### src/rtl/zed_pkg.sv
// Shared blitter definitions for the source-Z generator.
// State encoding, phrase geometry and Z fixed-point layout.
package zed_pkg;

   localparam int NPIX  = 4;
   localparam int ZFRAC = 16;

   typedef enum logic [1:0] {
      IDLE,
      RELOAD,
      RUN
   } zed_state_t;

endpackage

### src/rtl/zed_lane.sv
// One 16.16 Z accumulator for pixel lane IDX of a phrase.
// Reloads to base + IDX*inc, or steps by the phrase increment.
module zed_lane #(
   parameter int IDX = 0,
   parameter int ZW  = 32
) (
   input  logic          clk,
   input  logic          resetl,
   input  logic          reload,
   input  logic          step,
   input  logic [ZW-1:0] base,
   input  logic [ZW-1:0] inc,
   input  logic [ZW-1:0] inc4,
   output logic [15:0]   zi
);
   import zed_pkg::*;

   localparam logic [1:0] I = IDX[1:0];

   logic [ZW-1:0] acc;
   logic [ZW-1:0] off;
   logic [ZW-1:0] inc2;

   assign inc2 = {inc[ZW-2:0], 1'b0};
   // IDX*inc built from the two index bits, no multiplier
   assign off  = (I[0] ? inc  : '0)
               + (I[1] ? inc2 : '0);

   always_ff @(posedge clk) begin
      if (!resetl)
         acc <= '0;
      else if (reload)
         acc <= base + off;
      else if (step)
         acc <= acc + inc4;
   end

   assign zi = acc[ZFRAC +: 16];

endmodule

### src/rtl/zed_gen.sv
// Source-Z generator: steps four lane Z values per phrase and line,
// presenting integer Z parts as packed srcz words.
module zed_gen #(
   parameter int NPIX = 4,
   parameter int ZW   = 32
) (
   input  logic          clk,
   input  logic          resetl,
   input  logic          load,
   input  logic [ZW-1:0] zstart,
   input  logic [ZW-1:0] zinc,
   input  logic [ZW-1:0] zstep,
   input  logic          nextline,
   input  logic          abort,
   input  logic          out_ready,
   output logic          out_valid,
   output logic [31:0]   srczplo,
   output logic [31:0]   srczphi,
   output logic          busy
);
   import zed_pkg::*;

   zed_state_t state_q, state_d;

   logic [ZW-1:0] line_z;
   logic [ZW-1:0] zinc_r;
   logic [ZW-1:0] zstep_r;
   logic [ZW-1:0] inc4;
   logic [15:0]   zi [NPIX];
   logic          lane_reload;
   logic          lane_step;
   logic          xfer;

   assign out_valid = (state_q == RUN);
   assign busy      = (state_q != IDLE);
   assign xfer      = out_valid & out_ready;

   always_comb begin
      state_d     = state_q;
      lane_reload = 1'b0;
      lane_step   = 1'b0;
      if (load)
         state_d = RELOAD;
      else if (abort)
         state_d = IDLE;
      else begin
         case (state_q)
            RELOAD: begin
               state_d     = RUN;
               lane_reload = 1'b1;
            end
            RUN: begin
               if (nextline)
                  state_d = RELOAD;
               else if (xfer)
                  lane_step = 1'b1;
            end
            default: ;
         endcase
      end
   end

   always_ff @(posedge clk) begin
      if (!resetl) begin
         state_q <= IDLE;
         line_z  <= '0;
         zinc_r  <= '0;
         zstep_r <= '0;
         inc4    <= '0;
      end else begin
         state_q <= state_d;
         if (load) begin
            line_z  <= zstart;
            zinc_r  <= zinc;
            zstep_r <= zstep;
            inc4    <= {zinc[ZW-3:0], 2'b00};
         end else if (!abort && state_q == RUN
                      && nextline)
            line_z <= line_z + zstep_r;
      end
   end

   for (genvar k = 0; k < NPIX; k++) begin : g_lane
      zed_lane #(
         .IDX (k),
         .ZW  (ZW)
      ) u_lane (
         .clk    (clk),
         .resetl (resetl),
         .reload (lane_reload),
         .step   (lane_step),
         .base   (line_z),
         .inc    (zinc_r),
         .inc4   (inc4),
         .zi     (zi[k])
      );
   end

   assign srczplo = {zi[1], zi[0]};
   assign srczphi = {zi[3], zi[2]};

endmodule

### config.mk
export PLATFORM = sky130hd
export DESIGN_NAME = zed_gen
export DESIGN_NICKNAME = d
export VERILOG_FILES = /design/src/rtl/zed_pkg.sv /design/src/rtl/zed_lane.sv /design/src/rtl/zed_gen.sv
export SDC_FILE = /design/constraint.sdc
export NUM_CORES = 1
export LEC_CHECK = 0
export BUFFER_PORTS_ARGS = -buffer_cell sky130_fd_sc_hd__buf_2
export CORE_ASPECT_RATIO = 2
export CORE_UTILIZATION = 30
export DETAILED_ROUTE_END_ITERATION = 10
export SLEW_MARGIN = 20
export SYNTH_ARGS = -nofsm -noshare
export SYNTH_HDL_FRONTEND = slang
export SYNTH_SLANG_ARGS = --single-unit
### constraint.sdc
create_clock -name clk -period 4.75 [get_ports clk]
set_input_delay 0.95 -clock clk [delete_from_list [all_inputs] [get_ports clk]]
set_output_delay 0.95 -clock clk [all_outputs]
set_load 0.01 [all_outputs]
==> impl_metrics.csv <==
group,metric,value,unit
worst_setup_path,crit_required,5190,ps
floorplan,core,68600,um^2
layout,final_cell_mix,"nor2_1 (269), a21oi_1 (254), ha_1 (239), nand2_1 (235), dfxtp_1 (218)",
power_and_ir_drop,peakVddDrop,0.276,mV
sta,tightest_slew,965,ps
placement,io_buffer_count,167,
sta,grt_setup_unrepaired,"false",
worst_setup_path,crit_chain,"fa_1 -> nand3_1 -> fa_1 -> nand2b_1 -> a211o_1 -> a21oi_1 -> a31o_2 -> o211ai_1 -> a2111oi_0 -> o41ai_1 -> xnor2_1 -> o21ai_0 -> a21oi_1",
sta,finalMaxSlewViolations,0,
global_routing,antenna_found_initial,1,
synth,synth_cells,2602,
synth,synth.distinct_cells,81,
global_routing,grt_pass1_vias,19500,
synth,yosys_most_used_dff,"dfxtp_1",
power_and_ir_drop,power.density,256,nW/um^2
clock_network,cts_buffer_depth,3,
clock_network,path_clk_slew,80,ps
placement,hpwlAfterDp,59200,um
hold_path,hp-class,"reg -> reg",
route,first_iter_violations,1109,
sta,setup_slack,614,ps
clock_network,cts_buffers,24,
floorplan,initial_utilization,30.2,%
synth,synth-async-reset-ratio,0,%
global_routing,grt_max_degree,115,
worst_setup_path,slowest_stage,"a2111oi_0",
layout,antenna_cells,0,
clock_network,hold_buffers,0,
worst_setup_path,critPathArrivalTime,4570,ps
synth,syn_area,20700,um^2
worst_setup_path,cp_max_fo,8,
clock_network,cts_root_buf,"clkbuf_16",
worst_setup_path,endpoint_kind,"flop",
floorplan,fp.dieH,374,um
clock_network,cts.sinks,218,
synth,yosys_register_bits,218,
synth,synth_edf_count,0,
clock_network,cts_resized,0,
route,drc,0,
route,wirelength,75600,um
global_routing,grt_usage,21.1,%
power_and_ir_drop,power.total,5.94,mW
worst_setup_path,start_kind,"flop",
global_routing,grt-ovfl-total,0,
synth,ys_top_cells_by_area,"dfxtp_1 (21%), ha_1 (14%), a21oi_1 (6.1%)",
route,drtAntennaViolNets,0,
job,cap_violations,0,
sta,min_period_over_period,87.1,%
sta,tns,0,ps
sta,setup_viol,0,
layout,post-route-util,33.8,%
floorplan,die_w,188,um
run_status,status,"finished clean",
layout,final_nets,3052,
sta,fmax,242,MHz
sta,hold_viol,0,
sta,holdWs,491,ps
floorplan,rows,136,
synth,syn_nets,2980,
route,vias,19800,
clock_network,cts_setup_buffers,0,
placement,gp_congestion,0.908,
sta,period_needed,4140,ps
worst_setup_path,critical_path_class,"reg -> reg",
clock_network,tritoncts,"done",
sta,relSlewSlack,34.8,%
synth,ys_seq_area_share,21.1,%
worst_setup_path,max_stage_delay,740,ps
floorplan,dieArea,70200,um^2
layout,drive_gt1_share,11.1,%
route,dr.pass1.iters,5,
synth,synth_top_area_share,21.1,%
global_routing,grt_pass1_wl,114000,um
layout,area_growth_syn_to_layout,11.9,%
synth,yosys_warnings,0,
synth,avgSynthCellArea,7.96,um^2
power_and_ir_drop,leakagePower,10.8,nW
sta,clock_skew,29.5,ps
floorplan,io_pins,168,
clock_network,clock_latency,590,ps
route,avgRoutedWirePerCell,21.1,um
clock_network,h-tree-depth,1,
placement,preCtsSetupSlack,647,ps
synth,synth_top_area_cell,"dfxtp_1",
route,routed_via_density,5.51,
layout,layout_commonest_cell,"nor2_1",
[final cells by class]
class / instances / area [um^2]
Fill cell: 7253 / 45400
Multi-Input combinational cell: 2157 / 15300
Sequential cell: 218 / 4360
Timing Repair Buffer: 218 / 1280
Tap cell: 897 / 1120
Clock buffer: 32 / 691
Clock inverter: 12 / 228
Inverter: 55 / 211
[where the power goes]
part | total (mW) | internal [mW] | switching, mW
combinational | 1.59 | 0.635 | 0.955
clock | 2.26 | 1.35 | 0.912
sequential | 2.08 | 1.92 | 0.162
[through the flow]
stage               instances  instance area, um^2
global route             3589                23200
global placement         3545                22300
finish                   3589                23200
floorplan                2602                20700
CTS                      3589                23200
detailed placement       3545                22300
[worst paths after layout]
kind	to	depth (start not counted)	start	slack, ps
hold / removal	g_lane[0].u_lane.acc[13]$_SDFFE_PN0P_	2	g_lane[0].u_lane.acc[13]$_SDFFE_PN0P_	490
setup / recovery	g_lane[3].u_lane.acc[31]$_SDFFE_PN0P_	13	zinc_r[1]$_SDFFE_PN0P_	610
hold reg to reg	g_lane[0].u_lane.acc[13]$_SDFFE_PN0P_	2	g_lane[0].u_lane.acc[13]$_SDFFE_PN0P_	490
setup reg to reg	g_lane[3].u_lane.acc[31]$_SDFFE_PN0P_	13	zinc_r[1]$_SDFFE_PN0P_	610
[layer usage]
layer / vias up / track usage (%) / share of wire, %
li1: 9675 / - / -
met5: - / 0 / 0.017
met4: 2 / 19.6 / 10
met1: 9316 / 20.2 / 35
met3: 260 / 1.70 / 3.0
met2: 539 / 39.3 / 52
[critical path: cells and delay by family (launching register included)]
family	cells	cell delay, ps
AO/OA/AOI/OAI	8	2040
XOR/XNOR	1	150
adder cells (fa/ha/maj)	2	1060
flip-flops	1	450
AND/OR/NAND/NOR	2	310
[synthesized netlist by cell type, types with 9 or more instances]
cell type	instances
xor2_1	94
a211oi_1	50
buf_1	17
o211ai_1	30
ha_1	239
and2_1	11
buf_4	64
or3_1	12
nor2_1	269
dfxtp_1	218
nand2b_1	23
mux2i_1	73
nand3_1	53
or2_2	10
a31oi_1	27
inv_1	55
o221ai_1	27
a21o_1	117
nor3b_1	10
o21bai_1	15
nand2_1	236
o21a_1	23
xnor2_1	107
and3_1	19
nor3_1	40
nor4_1	9
clkbuf_1	91
o31ai_1	11
nand4_1	22
nor2b_1	16
a221oi_1	20
o22ai_1	13
fa_1	37
o21ai_0	151
a21oi_1	254
a311oi_1	29
[registers in the layout, summed over array words and instances (netlist names)]
register / flops
g_lane.u_lane.acc: 120
line_z: 32
zinc_r: 32
zstep_r: 32
state_q: 2
[logic make-up after synthesis]
group / Yosys count / share of synthesized area (%)
flip-flops: 218 / 21.1
buffers and inverters: 227 / 5.27
XOR/XNOR: 201 / 8.50
adder cells (fa/ha/maj): 276 / 18.0
AND/OR/NAND/NOR: 748 / 16.2
AO/OA/AOI/OAI: 859 / 27.5
multiplexers: 73 / 3.53
(Power assumes the default switching activity.)
